## src/rtl/fir_filter_gd_pipe_chain.sv

```systemverilog
// Elastic DEPTH-stage register chain carrying FIR sample, coefficient and overwrite flag.
// Build option FIR_PIPE_BUBBLE_COLLAPSE_EN: per-stage ready so bubbles fill while the output stalls.
module fir_filter_gd_pipe_chain #(
    parameter int DATA_WIDTH  = 32,
    parameter int COEFF_WIDTH = 32,
    parameter int DEPTH       = 4,
    localparam int OCC_WIDTH  = $clog2(DEPTH + 1)
) (
    input  logic                   clk,
    input  logic                   rst,
    input  logic                   flush,
    input  logic                   in_valid,
    output logic                   in_ready,
    input  logic [DATA_WIDTH-1:0]  fir_input_in,
    input  logic [COEFF_WIDTH-1:0] coeff_data_in,
    input  logic                   overwrite_in,
    output logic                   out_valid,
    input  logic                   out_ready,
    output logic [DATA_WIDTH-1:0]  fir_input_out,
    output logic [COEFF_WIDTH-1:0] coeff_data_out,
    output logic                   overwrite_out,
    output logic [OCC_WIDTH-1:0]   occupancy
);

    logic [DEPTH-1:0]       v_r;
    logic [DEPTH-1:0]       ow_r;
    logic [DATA_WIDTH-1:0]  data_r  [DEPTH];
    logic [COEFF_WIDTH-1:0] coeff_r [DEPTH];
    logic [OCC_WIDTH-1:0]   occ_r;

    logic [DEPTH-1:0]       src_v_s;
    logic [DEPTH-1:0]       src_ow_s;
    logic [DATA_WIDTH-1:0]  src_data_s  [DEPTH];
    logic [COEFF_WIDTH-1:0] src_coeff_s [DEPTH];
    logic [DEPTH-1:0]       adv_s;
    logic                   clear_s;
    logic                   accept_s;
    logic                   emit_s;

    // Each stage loads from its upstream neighbour; stage 0 loads from the input port.
    for (genvar k = 0; k < DEPTH; k++) begin : g_src
        if (k == 0) begin : g_head
            assign src_v_s[k]     = in_valid;
            assign src_ow_s[k]    = overwrite_in;
            assign src_data_s[k]  = fir_input_in;
            assign src_coeff_s[k] = coeff_data_in;
        end else begin : g_body
            assign src_v_s[k]     = v_r[k-1];
            assign src_ow_s[k]    = ow_r[k-1];
            assign src_data_s[k]  = data_r[k-1];
            assign src_coeff_s[k] = coeff_r[k-1];
        end
    end

`ifdef FIR_PIPE_BUBBLE_COLLAPSE_EN
    logic chain_open_s;

    // Per-stage ready: a stage may load if out_ready is high or any stage at or beyond it is empty.
    always_comb begin
        adv_s        = '0;
        chain_open_s = out_ready;
        for (int k = DEPTH - 1; k >= 0; k--) begin
            chain_open_s = chain_open_s | ~v_r[k];
            adv_s[k]     = chain_open_s;
        end
    end
`else
    // Global stall: the whole chain freezes while the last stage is held by the consumer.
    always_comb begin
        adv_s = {DEPTH{~v_r[DEPTH-1] | out_ready}};
    end
`endif

    assign in_ready = adv_s[0];
    assign clear_s  = rst | flush;
    assign accept_s = in_valid & in_ready;
    assign emit_s   = v_r[DEPTH-1] & out_ready;

    // Stage registers and occupancy; clear wins over any advance, and payload only moves with a valid word.
    always_ff @(posedge clk) begin
        if (clear_s) begin
            v_r   <= '0;
            ow_r  <= '0;
            occ_r <= '0;
            for (int k = 0; k < DEPTH; k++) begin
                data_r[k]  <= '0;
                coeff_r[k] <= '0;
            end
        end else begin
            for (int k = 0; k < DEPTH; k++) begin
                if (adv_s[k]) begin
                    v_r[k] <= src_v_s[k];
                    if (src_v_s[k]) begin
                        ow_r[k]    <= src_ow_s[k];
                        data_r[k]  <= src_data_s[k];
                        coeff_r[k] <= src_coeff_s[k];
                    end
                end
            end
            case ({accept_s, emit_s})
                2'b10:   occ_r <= occ_r + OCC_WIDTH'(1);
                2'b01:   occ_r <= occ_r - OCC_WIDTH'(1);
                default: occ_r <= occ_r;
            endcase
        end
    end

    assign out_valid      = v_r[DEPTH-1];
    assign fir_input_out  = data_r[DEPTH-1];
    assign coeff_data_out = coeff_r[DEPTH-1];
    assign overwrite_out  = ow_r[DEPTH-1];
    assign occupancy      = occ_r;

endmodule

```

## config.mk

```make
export PLATFORM = sky130hd
export DESIGN_NAME = fir_filter_gd_pipe_chain
export DESIGN_NICKNAME = d
export VERILOG_FILES = /design/src/rtl/fir_filter_gd_pipe_chain.sv
export SDC_FILE = /design/constraint.sdc
export NUM_CORES = 1
export LEC_CHECK = 0
export CORE_MARGIN = 2
export CORE_UTILIZATION = 54
export DETAILED_ROUTE_END_ITERATION = 10
export PLACE_DENSITY = 0.79
export SLEW_MARGIN = 40
export SYNTH_ARGS = -nofsm -noshare
export SYNTH_HDL_FRONTEND = slang
export SYNTH_SLANG_ARGS = --single-unit
export TNS_END_PERCENT = 30
```

## constraint.sdc

```tcl
create_clock -name clk -period 8.54 [get_ports clk]
set_input_delay 1.281 -clock clk [delete_from_list [all_inputs] [get_ports clk]]
set_output_delay 1.281 -clock clk [all_outputs]
set_load 0.01 [all_outputs]
```

==> results.txt, run 1 <==
----------------------------------------------------
[Outcome]
  Run status ... finished with violations
  Violations in the final reports ... DRC

[Route]
  Average wire per cell in the routed design ... 15.21 um
  Final WL ... between 15 and 20 mm
  Remaining routing DRC violations ... 6
  Count of routing violations after the opening detailed-route iteration ... between 200 and 250
  Detailed-routing iteration count for the pre-antenna-repair pass ... 9
  Vias/cell ... between 4 and 5
  Detail Route Antenna Nets ... 0
  Vias ... between 4,000 and 5,000

[Global route]
  Maximum number of pins on one net before global-route repair ... 66
  Gr usage total ... 15.49%
  Antenna violations before repair ... 1
  Grt total ovfl ... 0
  Wire length of the first global-routing pass ... around 24 mm
  Via count of the first global-routing pass ... roughly 5,000

[Synth]
  Synth async-reset ratio ... 0%
  EDFF count, synth ... 256
  Cell Area, Synth ... about 10,000 um^2
  Cell type with the largest total area after synthesis ... sky130_fd_sc_hd__edfxtp_1
  Portion of synthesized cell area occupied by the leading cell type ... 76.79%
  Most repeated cell in the gate-level netlist after synthesis ... sky130_fd_sc_hd__edfxtp_1
  Synthesized area per cell ... 16.80 um^2
  Prevailing post-synth register cell ... sky130_fd_sc_hd__edfxtp_1
  Number of nets in the synthesized netlist ... 668
  Number of warnings issued by yosys ... 0
  Number of different library cells in the post-synthesis netlist ... 26
  Cells taking the most area after synthesis ... sky130_fd_sc_hd__edfxtp_1, sky130_fd_sc_hd__and2_1, sky130_fd_sc_hd__and2_2
  Most numerous cell types in the synthesized netlist ... sky130_fd_sc_hd__edfxtp_1, sky130_fd_sc_hd__and2_1, sky130_fd_sc_hd__and2_2
  Post-synthesis sequential element count ... 267
  Sequential element share of the synthesized area ... roughly 79%
  Number of standard cells after synthesis ... 596

[Timing]
  Setup Viol. Count Final ... 0
  Final period utilization ... 53.10%
  Setup clock skew after layout ... ~12 ps
  Unrepaired setup endpoints after global routing ... no
  Final hold vios ... 0
  Worst slew margin relative to its limit ... 47.29%
  Smallest hold slack ... between 400 and 500 ps
  Slew at the pin with the worst max-slew slack ... 790.6 ps
  Final sum of negative setup slack ... 0 ps
  Least setup slack across all paths after layout ... 4005 ps
  Maximum achievable frequency ... approximately 220 MHz
  Final period demand of the worst path ... 4535 ps
  Final-report max-slew violation count ... 0

[CTS]
  Number of post-CTS setup repair buffers ... 0
  Bufs on Longest Clock Path ... 3
  Hold Buf Count CTS ... 0
  Clk sink count ... 267
  Clock insertion delay at the later pin of the skew report ... 520 ps
  Clock slew at reported path FFs ... roughly 60 ps
  Number of cells upsized or downsized after cts ... 0
  Root cell of the clock tree ... sky130_fd_sc_hd__clkbuf_16
  H-Tree Depth ... 1
  CTS buffer count ... 27
  TritonCTS clock tree ... done

[Job]
  Maximum Capacitance Violations ... 0

[Placed design]
  Post-detail-place hpwl ... 9.565 mm
  Placed instance count ... ~940
  Worst-case setup slack after placement ... roughly 4000 ps
  Number of I/O port buffers ... 139
  Global placer's final weighted congestion ... 0.7820

[Final layout]
  Relative area change from synthesis to final layout ... 24.15%
  Post-layout instance count excluding filler cells ... between 900 and 1,000
  Share of final-layout standard cells stronger than drive strength 1 ... around an eighth
  Net count reported at finish ... 816

[Worst setup path]
  Worst r2r path cells ... 8
  Required time reported for the critical path endpoint ... 7260 ps
  Arrival time of the worst setup path ... 3250 ps
  Type of destination of the critical path ... output port
  Worst Setup Path Type ... in2out
  Worst-path fanout max ... 15
  Worst setup SP type ... input port

[Floorplanning]
  Die Ht ... 140.2 um
  Row count ... 49
  Core region area ... 18,090 um^2
  Initial standard-cell utilization of the core ... 55.35%
  Die width ... 140.2 um
  Die Area ... 19,640 um^2
  Count of boundary I/O pins ... 140

[Min path]
  Cell depth of the worst min-delay path ... 2
  Path type of the worst min-delay path ... reg2reg

[Power]
  Static leakage power ... 4.799 nW
  Peak ir drop on the vdd network ... ~140 uV
  Power per cell area ... 211.9 nW/um^2
  Final total power ... 2.634 mW

----------------------------------------------------
-- routing by layer --
layer	global-route usage, %	share of wire [%]	vias up
met4	8.825	5.4	0
met2	29.05	55	160
met5	0	0	-
li1	-	-	2364
met1	16.16	34	2342
met3	2.974	5.8	63
-- cell usage in the layout (no fill, tap or decap), types with 6 or more instances in the layout --
cell type,Yosys,routed
sky130_fd_sc_hd__a21oi_1,6,6
sky130_fd_sc_hd__and2_1,223,223
sky130_fd_sc_hd__and2_2,34,34
sky130_fd_sc_hd__buf_4,1,6
sky130_fd_sc_hd__clkbuf_16,0,27
sky130_fd_sc_hd__clkdlybuf4s50_1,0,139
sky130_fd_sc_hd__clkinv_1,0,8
sky130_fd_sc_hd__dfxtp_1,11,11
sky130_fd_sc_hd__edfxtp_1,256,256
-- per-stage QoR --
| step | instance area (um^2) | utilization, % |
|---|---|---|
| finish | 12430 | 68.72 |
| global route | 12430 | 68.72 |
| CTS | 12390 | 68.51 |
| detailed placement | 11630 | 64.30 |
| global placement | 11620 | 64.24 |
| floorplan | 10010 | - |
-- worst max-delay path: stages --
cell	delay (ps)
sky130_fd_sc_hd__clkdlybuf4s50_1	420
sky130_fd_sc_hd__and2b_1	710
sky130_fd_sc_hd__inv_1	290
sky130_fd_sc_hd__clkdlybuf4s50_1	560
-- where the power goes --
group          leakage, nW  switching (mW)  internal (mW)
clock network        0.371           0.443          0.574
logic                 1.45          0.0518         0.0601
registers             2.98          0.0133           1.49
-- logic make-up after synthesis --
group                    count (synthesis)  share of synthesized area (%)
AND/OR/NAND/NOR                        273                          17.46
flip-flops                             267                          78.99
adder cells (fa/ha/maj)                  2                         0.3249
XOR/XNOR                                 2                         0.1750
AO/OA/AOI/OAI                           17                         0.9625
buffers and inverters                   34                          1.987
multiplexers                             1                        0.09999
-- cell type report --
class	instances	area [um^2]
Tap cell	229	286.5
Clock buffer	32	694.4
Antenna cell	1	2.502
Multi-Input combinational cell	295	1973
Timing Repair Buffer	148	1479
Sequential cell	267	7908
Fill cell	1167	5658
Inverter	5	18.77
Clock inverter	14	66.31
-- sequential cells by signal (all words and copies together), names as in the netlist --
| register | flops |
|---|---|
| coeff_r | 128 |
| data_r | 128 |
| ow_r | 4 |
| v_r | 4 |
| occupancy | 3 |
-- worst paths after layout --
kind,slack [ps],from,endpoint
setup / recovery,4010,out_ready,in_ready
hold / removal,490,occupancy[2],occupancy[2]
setup reg to reg,5930,v_r[3],occupancy[2]
hold reg to reg,490,occupancy[2],occupancy[2]
(Power assumes the default switching activity.)
==> inputs of run 2 (changes only) <==
clock period = 4.2 ns   (was 8.54 ns; I/O delays follow)
==> run 2 against run 1 <==
Effect of this change:
- the run still ends with DRC left
- hold slack lost 7.4 ps
- flip-flop and latch count is the same
- total power grew 110%
==> results.txt, run 2 (synthesis gave the netlist of run 1 again) <==
----------------------------------------------------
[Outcome]
  Run status ... finished with violations
  Violations in the final reports ... DRC

[Route]
  Final WL ... 14.88 mm (-1.3%)
  Vias ... 4,807 (-2.5%)
  Detailed-routing iteration count for the pre-antenna-repair pass ... 9 (unchanged)
  Average wire per cell in the routed design ... 15.00 um (-1.4%)
  Vias/cell ... 4.846 (-2.6%)
  Detail Route Antenna Nets ... 0 (unchanged)
  Count of routing violations after the opening detailed-route iteration ... 245 (-0.41%)
  Remaining routing DRC violations ... 9 (+3)

[Timing]
  Unrepaired setup endpoints after global routing ... no
  Final sum of negative setup slack ... 0 ps (unchanged)
  Maximum achievable frequency ... 308.3 MHz
  Worst slew margin relative to its limit ... 45.93% (-1.4 points)
  Final period demand of the worst path ... about 3200 ps
  Smallest hold slack ... 485.3 ps (-7.378 ps)
  Setup Viol. Count Final ... 0 (unchanged)
  Final period utilization ... 77.23%
  Final hold vios ... 0 (unchanged)
  Slew at the pin with the worst max-slew slack ... 811.0 ps (+20.41 ps)
  Least setup slack across all paths after layout ... 956.5 ps (-3049 ps)
  Final-report max-slew violation count ... 0 (unchanged)
  Setup clock skew after layout ... 6.671 ps (-4.998 ps)

[CTS]
  H-Tree Depth ... 1 (unchanged)
  Clock slew at reported path FFs ... 60 ps (about the same)
  Bufs on Longest Clock Path ... 3 (unchanged)
  Root cell of the clock tree ... sky130_fd_sc_hd__clkbuf_16
  Clk sink count ... 267 (unchanged)
  Number of cells upsized or downsized after cts ... 0 (unchanged)
  TritonCTS clock tree ... done
  Number of post-CTS setup repair buffers ... 0 (unchanged)
  Clock insertion delay at the later pin of the skew report ... 510 ps (about the same)
  Hold Buf Count CTS ... 0 (unchanged)
  CTS buffer count ... 25 (-7.4%)

[Placed design]
  Global placer's final weighted congestion ... 0.8065 (+3.1%)
  Worst-case setup slack after placement ... 854.1 ps (-3177 ps)
  Post-detail-place hpwl ... 9.747 mm (+1.9%)
  Placed instance count ... 945 (+0.21%)
  Number of I/O port buffers ... 139 (unchanged)

[Global route]
  Via count of the first global-routing pass ... 4,883 (-1.4%)
  Maximum number of pins on one net before global-route repair ... 66 (unchanged)
  Antenna violations before repair ... 1 (unchanged)
  Wire length of the first global-routing pass ... 23.52 mm (-1.7%)
  Gr usage total ... 15.22% (-0.27 points)
  Grt total ovfl ... 0 (unchanged)

[Floorplanning]
  Die width ... 140.2 um (unchanged)
  Initial standard-cell utilization of the core ... 55.35% (unchanged)
  Core region area ... 18,090 um^2 (unchanged)
  Die Ht ... 140.2 um (unchanged)
  Count of boundary I/O pins ... 140 (unchanged)
  Die Area ... 19,640 um^2 (unchanged)
  Row count ... 49 (unchanged)

[Final layout]
  Biggest regs ... coeff_r x128, data_r x128
  Relative area change from synthesis to final layout ... 24.56%
  Net count reported at finish ... 815 (-0.12%)
  Leading cell types in the layout, fill and taps excluded ... sky130_fd_sc_hd__edfxtp_1, sky130_fd_sc_hd__and2_1, sky130_fd_sc_hd__clkdlybuf4s50_1
  Share of final-layout standard cells stronger than drive strength 1 ... 12.20% (+0.51 points)
  Most common cell after layout, fill and taps aside ... sky130_fd_sc_hd__edfxtp_1
  Post-layout instance count excluding filler cells ... 992 (+0.10%)

[Job]
  Maximum Capacitance Violations ... 0 (unchanged)

[Worst setup path]
  Arrival time of the worst setup path ... 2610 ps (-640 ps)
  Required time reported for the critical path endpoint ... 3570 ps (-3690 ps)
  Type of destination of the critical path ... output port
  Worst-path fanout max ... 15 (unchanged)
  Worst Setup Path Type ... in2out
  Worst setup SP type ... input port
  Reg2Reg Setup Slack ... 1530 ps (-4400 ps)

[Min path]
  Path type of the worst min-delay path ... reg2reg

[Power]
  Static leakage power ... 4.827 nW (+0.58%)
  Power per cell area ... 440.5 nW/um^2 (+110%)
  Peak ir drop on the vdd network ... 295.3 uV (+110%)

----------------------------------------------------
## run 2: cell count changes in the layout (fill, tap and decap cells not counted), sizes merged
cell / before / now
clkinv: 12 / 7
clkbuf: 32 / 35
buf: 9 / 10
bufinv: 0 / 3
clkinvlp: 1 / 0
## run 2: power breakdown
part	switching [mW]	internal [mW]	total [mW]
Combinational	0.103	0.120	0.224
Sequential	0.0280	3.03	3.06
Clock	0.889	1.32	2.21
Total	1.02	4.47	5.49
## run 2: worst paths after layout
check / startpoint / end / depth (start not counted)
setup / recovery: out_ready / in_ready / 4
hold / removal: ow_r[3] / ow_r[3] / 2
setup reg to reg: v_r[3] / occupancy[2] / 8
hold reg to reg: ow_r[3] / ow_r[3] / 2
## run 2: routing by layer
layer  global-route usage (%)  share of wire, %
met1                    16.05                35
met2                    28.48                55
met3                    3.282               6.2
met4                    7.868               4.2
met5                        0                 0
## run 2: worst max-delay path: stages
cell and delay, ps:
sky130_fd_sc_hd__clkdlybuf4s50_1 420, sky130_fd_sc_hd__and2b_1 700, sky130_fd_sc_hd__inv_1 300, sky130_fd_sc_hd__clkdlybuf4s50_1 560
## run 2: stage by stage
stage          total power [mW]  cell area [um^2]  util, %
6_report                  5.492             12470    68.95
5_1_grt                   5.679             12470    68.95
4_1_cts                   5.547             12460    68.87
3_5_place_dp              3.344             11640    64.37
3_3_place_gp              3.330             11640    64.37
2_1_floorplan             3.200             10010        -
## run 2: area by class of cell
class,count,area [um^2]
Timing Repair Buffer,149,1466
Clock buffer,35,683.2
Multi-Input combinational cell,295,1973
Antenna cell,1,2.502
Clock inverter,11,131.4
Sequential cell,267,7908
Inverter,5,18.77
Tap cell,229,286.5
Fill cell,1131,5617
